File: config.mk
export PLATFORM = sky130hd
export DESIGN_NAME = full_subtractor
export DESIGN_NICKNAME = d
export VERILOG_FILES = /design/src/rtl/full_sub_pkg.sv /design/src/rtl/full_sub_cell.sv /design/src/rtl/full_subtractor.sv
export SDC_FILE = /design/constraint.sdc
export NUM_CORES = 1
export LEC_CHECK = 0
export CAP_MARGIN = 10
export CORE_AREA = 3 3 40 42
export CTS_CLUSTER_DIAMETER = 50
export DETAILED_ROUTE_END_ITERATION = 16
export DIE_AREA = 0 0 43 45
export GPL_TIMING_DRIVEN = 0
export PLACE_DENSITY_LB_ADDON = 0.08
export SYNTH_ARGS = -nofsm -noshare
export SYNTH_HDL_FRONTEND = slang
export SYNTH_SLANG_ARGS = --single-unit
File: constraint.sdc
create_clock -name clk -period 0.87 [get_ports clk]
set_clock_uncertainty 0.1 [all_clocks]
set_input_delay 0.1305 -clock clk [delete_from_list [all_inputs] [get_ports clk]]
set_output_delay 0.1305 -clock clk [all_outputs]
set_load 0.005 [all_outputs]
File: src/rtl/full_sub_pkg.sv
// Shared definitions for the full subtractor.
//   MAX_WIDTH     widest operand the subtractor supports
//   STAGES        register stages from operands to outputs
//   sub_result_t  difference plus borrow, at full width
package full_sub_pkg;

  localparam int MAX_WIDTH = 64;
  localparam int STAGES    = 1;

  typedef struct packed {
    logic [MAX_WIDTH-1:0] diff;
    logic                 borrow;
  } sub_result_t;

endpackage

File: src/rtl/full_sub_cell.sv
// One-bit full subtractor cell, purely combinational.
//   x, y       minuend and subtrahend bits
//   borrowIn   borrow from the next less significant bit
//   xy         difference bit
//   borrowOut  borrow into the next more significant bit
module full_sub_cell (
  input  logic x,
  input  logic y,
  input  logic borrowIn,
  output logic xy,
  output logic borrowOut
);

  assign xy        = x ^ y ^ borrowIn;
  // A borrow is needed when the minuend bit is 0 and exactly one of y and
  // borrowIn is set, or when y and borrowIn are both set.
  assign borrowOut = (~x & (y ^ borrowIn)) | (y & borrowIn);

endmodule

File: src/rtl/full_subtractor.sv
// Registered WIDTH-bit ripple-borrow subtractor: xy = x - y - borrowIn.
//   clk, rst_n  clock and asynchronous active-low reset
//   in_valid    operands valid; the result is captured at this edge
//   x, y        minuend and subtrahend (WIDTH bits)
//   borrowIn    borrow into bit 0
//   out_valid   xy/borrowOut were updated at the last edge
//   xy          difference mod 2^WIDTH
//   borrowOut   borrow out of the MSB (unsigned x < y + borrowIn)
//   overflow    signed overflow; exists only when FULL_SUB_OVF_EN is defined
// Optional feature macro: FULL_SUB_OVF_EN
module full_subtractor
  import full_sub_pkg::*;
#(
  parameter int WIDTH = 1
) (
  input  logic             clk,
  input  logic             rst_n,
  input  logic             in_valid,
  input  logic [WIDTH-1:0] x,
  input  logic [WIDTH-1:0] y,
  input  logic             borrowIn,
  output logic             out_valid,
  output logic [WIDTH-1:0] xy,
  output logic             borrowOut
`ifdef FULL_SUB_OVF_EN
  ,
  output logic             overflow
`endif
);

  // Borrow chain: b[0] is the external borrow, b[WIDTH] leaves the MSB.
  logic [WIDTH:0]   b;
  logic [WIDTH-1:0] d;
  logic [STAGES:1]  vld_pipe;

  assign b[0] = borrowIn;

  for (genvar i = 0; i < WIDTH; i++) begin : gCell
    full_sub_cell uCell (
      .x        (x[i]),
      .y        (y[i]),
      .borrowIn (b[i]),
      .xy       (d[i]),
      .borrowOut(b[i+1])
    );
  end

  // Data registers load only under in_valid, so operand X/Z on idle
  // cycles never reaches them.
  always_ff @(posedge clk or negedge rst_n) begin
    if (!rst_n) begin
      xy        <= '0;
      borrowOut <= 1'b0;
    end else if (in_valid) begin
      xy        <= d;
      borrowOut <= b[WIDTH];
    end
  end

  always_ff @(posedge clk or negedge rst_n) begin
    if (!rst_n) vld_pipe <= '0;
    else        vld_pipe[1] <= in_valid;
  end

  assign out_valid = vld_pipe[STAGES];

`ifdef FULL_SUB_OVF_EN
  // Signed overflow: carry into the sign bit differs from carry out of it.
  // For WIDTH=1 the borrow into the sign bit is borrowIn itself.
  always_ff @(posedge clk or negedge rst_n) begin
    if (!rst_n)        overflow <= 1'b0;
    else if (in_valid) overflow <= b[WIDTH] ^ b[WIDTH-1];
  end
`endif

endmodule

==> qor.csv, run 1 <==
metric,value,unit
run status,"complete, but fails checks",
violations in the final reports,"hold timing, setup timing",
die width,43,µm
area fraction of the dominant cell type after synthesis,0.612,
final cell count without fillers,37,
worst max-slew margin expressed relative to the limit,0.842,
depth of the worst register-to-register path,2,
Num CTS Buffers,3,
Lkg Pwr,0.116,nW
worst hold slack after final layout,-0.0147,ns
count of nets left with antenna violations after detail routing,0,
CP Buf/Inv Count,1,
RSZ-0062 raised after global routing,true,
CP Class,reg -> out,
dpl cells,31,
placed cell area,224,µm²
area of the mapped netlist,123,µm²
First DRT Iteration DRCs,0,
dominant delay contributor by cell family on the critical path,flip-flops,
clock slew seen by the registers of the worst setup and hold paths,0.03,ns
Post-Route WL,297,µm
CP arrival,0.73,ns
Clock Tree Buf Depth,2,
net switching fraction of the power,0.215,
commonest register cell after synthesis,sky130_fd_sc_hd__dfrtp_1,
area of the die,0.00194,mm²
async set-or-reset flop fraction in the synthesized netlist,1.00,
Tot GR Track Use,0.0435,
"Distinct cells, synth",6,
Clk pwr share,0.473,
timing-limited maximum frequency,1040,MHz
number of synthesis warnings,0,
vias in the first global route,124,
net count of the mapped netlist,15,
biggest area contributors in the synthesized netlist,"sky130_fd_sc_hd__dfrtp_1 61%, sky130_fd_sc_hd__fa_1 16%, sky130_fd_sc_hd__mux2_4 12%, sky130_fd_sc_hd__a21oi_1 4.1%, sky130_fd_sc_hd__inv_1 3.1%",
global-route wire length before repair,483,µm
die height,45,µm
final weighted congestion in routability-driven placement,0.605,
number of nets in the finished design,30,
Net Sw Power,0.000106,W
Final Hold Violating Endpoints,3,
number of maximum-capacitance constraint violations,0,
remaining global-route overflow,0,
wire per inst,8.03,µm
power density over the cells,1990,mW/mm²
sequential area share after synthesis,0.612,
sequential cell fraction of total power,0.329,
share of final-layout standard cells stronger than drive strength 1,0.727,
"Min Clock Period, post-route",0.958,ns
per-instance average area after synthesis,15.3,µm²
I/O pin count,9,
total internal power,0.000388,W
source of the worst register-to-register timing path,borrowOut,
length of the first detailed-routing pass in iterations,1,
pin count of the biggest net entering global routing,5,
n_diodes,0,
setup slack of the critical path after layout,-0.0879,ns
vias post-DR,108,
Register-to-Register Setup Slack,-0.08,ns
signed area change from the synthesized netlist to the final layout,103,%
number of sinks driven by the clock tree,3,
"Max stage delay cell, worst path",sky130_fd_sc_hd__dfrtp_1,
cell-by-cell listing of the critical path,buf_2,
cell type with the highest aggregate area in the netlist,sky130_fd_sc_hd__dfrtp_1,
CTS tree,done,
Remaining DRCs,0,
maximum net fanout on the critical path,2,
type of element launching the critical path,flip-flop,
cell with the most instances after synthesis,sky130_fd_sc_hd__dfrtp_1,
actual slew at the worst max-slew pin,0.238,ns
fraction of the cycle the final worst path needs,1.10,
initial cell density of the core,0.0954,
highest ir drop seen on vdd,0.276,mV
# rows,13,
htree depth,1,
Max Transition Viols Final,0,
area of all placed cells without fillers,249,µm²
setup violation total in the final timing report,4,
Critical Path Sink Type,output port,
fraction of the core area covered by cells at the end of the flow,0.194,
worst-skew pair later-pin latency,0.23,ns
"slowest stage delay, CP",0.37,ns
input/output buffers,8,
total of flip-flops plus latches after synthesis,3,
Comb pwr share,0.198,
drt via density,2.92,
CP Data Required Time,0.64,ns
Hold/Removal Path Class,in -> async,
root buffer cell,sky130_fd_sc_hd__clkbuf_4,
core area,0.00128,mm²
Synth Instances,8,
number of enable flip-flop cells after synthesis,0,
Critical R2R Capture,borrowOut,
initial antenna violation count,0,
[repair_timing]
item / in CTS / in global routing
resized for setup: 27 / 3
setup buffers: 2 / 0
endpoints found under the hold margin: 3 / 0
setup endpoints to repair: 5 / 5
pin swaps: 1 / 0
[cell type report]
| class | instances | area, µm² |
|---|---|---|
| Multi-Input combinational cell | 4 | 57.6 |
| Inverter | 1 | 3.75 |
| Timing Repair Buffer | 10 | 67.6 |
| Tap cell | 15 | 18.8 |
| Clock buffer | 4 | 26.3 |
| Sequential cell | 3 | 75.1 |
| Fill cell | 149 | 1040 |
[flip-flops by register name (all words and copies together) (netlist names)]
register / cells
borrowOut: 1
out_valid: 1
xy: 1
[power by group through the flow]
stage          clock (W)  sequential [W]  combinational, W
2_1_floorplan          0        0.000166         0.0000208
5_1_grt         0.000254        0.000165          0.000108
3_5_place_dp           0        0.000165         0.0000873
4_1_cts         0.000247        0.000161         0.0000895
3_3_place_gp           0        0.000165         0.0000882
6_report        0.000234        0.000163         0.0000978
[metrics by stage]
| step | hold slack (ns) | setup TNS, ns | power [W] | setup slack, ns |
|---|---|---|---|---|
| floorplan | -0.265 | -0.145 | 0.000187 | -0.0816 |
| global route | 0.000564 | -0.397 | 0.000527 | -0.115 |
| CTS | -0.0194 | -0.313 | 0.000498 | -0.0880 |
| global placement | 0.229 | -1.69 | 0.000253 | -0.568 |
| finish | -0.0147 | -0.294 | 0.000494 | -0.0879 |
| detailed placement | 0.224 | -1.69 | 0.000253 | -0.574 |
[kinds of logic (layout without fill, tap and decap cells)]
family | Yosys count | in the layout | synth area share
flops | 3 | 3 | 0.612
fa+ha+maj | 1 | 1 | 0.163
compound gates | 1 | 1 | 0.0408
mux | 1 | 1 | 0.122
simple gates | 1 | 1 | 0.0306
buf+inv | 1 | 15 | 0.0306
[metal layers]
metal,GRT usage,share of wire,vias to the layer above
met5,0,0,-
met4,0.0723,0,0
met3,0.0438,0.17,0
met2,0.0419,0.40,8
met1,0.0366,0.42,48
li1,-,-,52
[worst max-delay path by stage]
stage              start        end  slack, ns  cells past startpoint
6_report       borrowOut  borrowOut      -0.09                      1
2_1_floorplan          y  borrowOut      -0.08                      2
5_1_grt               xy         xy      -0.11                      1
3_3_place_gp           y  borrowOut      -0.57                      3
3_5_place_dp           x  borrowOut      -0.57                      4
4_1_cts        borrowOut  borrowOut      -0.09                      2
[cells in the final DEF (no fill, tap or decap)]
master                            Yosys  layout
sky130_fd_sc_hd__clkbuf_4             0       3
sky130_fd_sc_hd__clkdlybuf4s50_1      0       1
sky130_fd_sc_hd__inv_2                0       1
sky130_fd_sc_hd__a21oi_2              0       1
sky130_fd_sc_hd__clkbuf_1             0       1
sky130_fd_sc_hd__buf_4                0       1
sky130_fd_sc_hd__fa_2                 0       1
sky130_fd_sc_hd__dlygate4sd2_1        0       1
sky130_fd_sc_hd__mux2_4               1       1
sky130_fd_sc_hd__buf_2                0       6
sky130_fd_sc_hd__nor2_4               0       1
sky130_fd_sc_hd__buf_6                0       1
sky130_fd_sc_hd__dfrtp_1              3       3
Note: power is estimated with default switching activity, not from simulation.
==> run 2: changes to the inputs <==
--- a/config.mk
+++ b/config.mk
@@ -8,6 +8,7 @@
 export CAP_MARGIN = 10
 export CORE_AREA = 3 3 40 42
 export CTS_CLUSTER_DIAMETER = 50
+export CTS_CLUSTER_SIZE = 25
 export DETAILED_ROUTE_END_ITERATION = 16
 export DIE_AREA = 0 0 43 45
 export GPL_TIMING_DRIVEN = 0
==> results of run 2 <==
The final DEF is identical to that of run 1; final timing and power are the same.
==> run 3: changes to the inputs <==
--- a/config.mk
+++ b/config.mk
@@ -12,6 +12,7 @@
 export DETAILED_ROUTE_END_ITERATION = 16
 export DIE_AREA = 0 0 43 45
 export GPL_TIMING_DRIVEN = 0
+export HOLD_SLACK_MARGIN = 0.03
 export PLACE_DENSITY_LB_ADDON = 0.08
 export SYNTH_ARGS = -nofsm -noshare
 export SYNTH_HDL_FRONTEND = slang
==> results of run 3 <==
The final DEF is identical to that of run 1; final timing and power are the same.
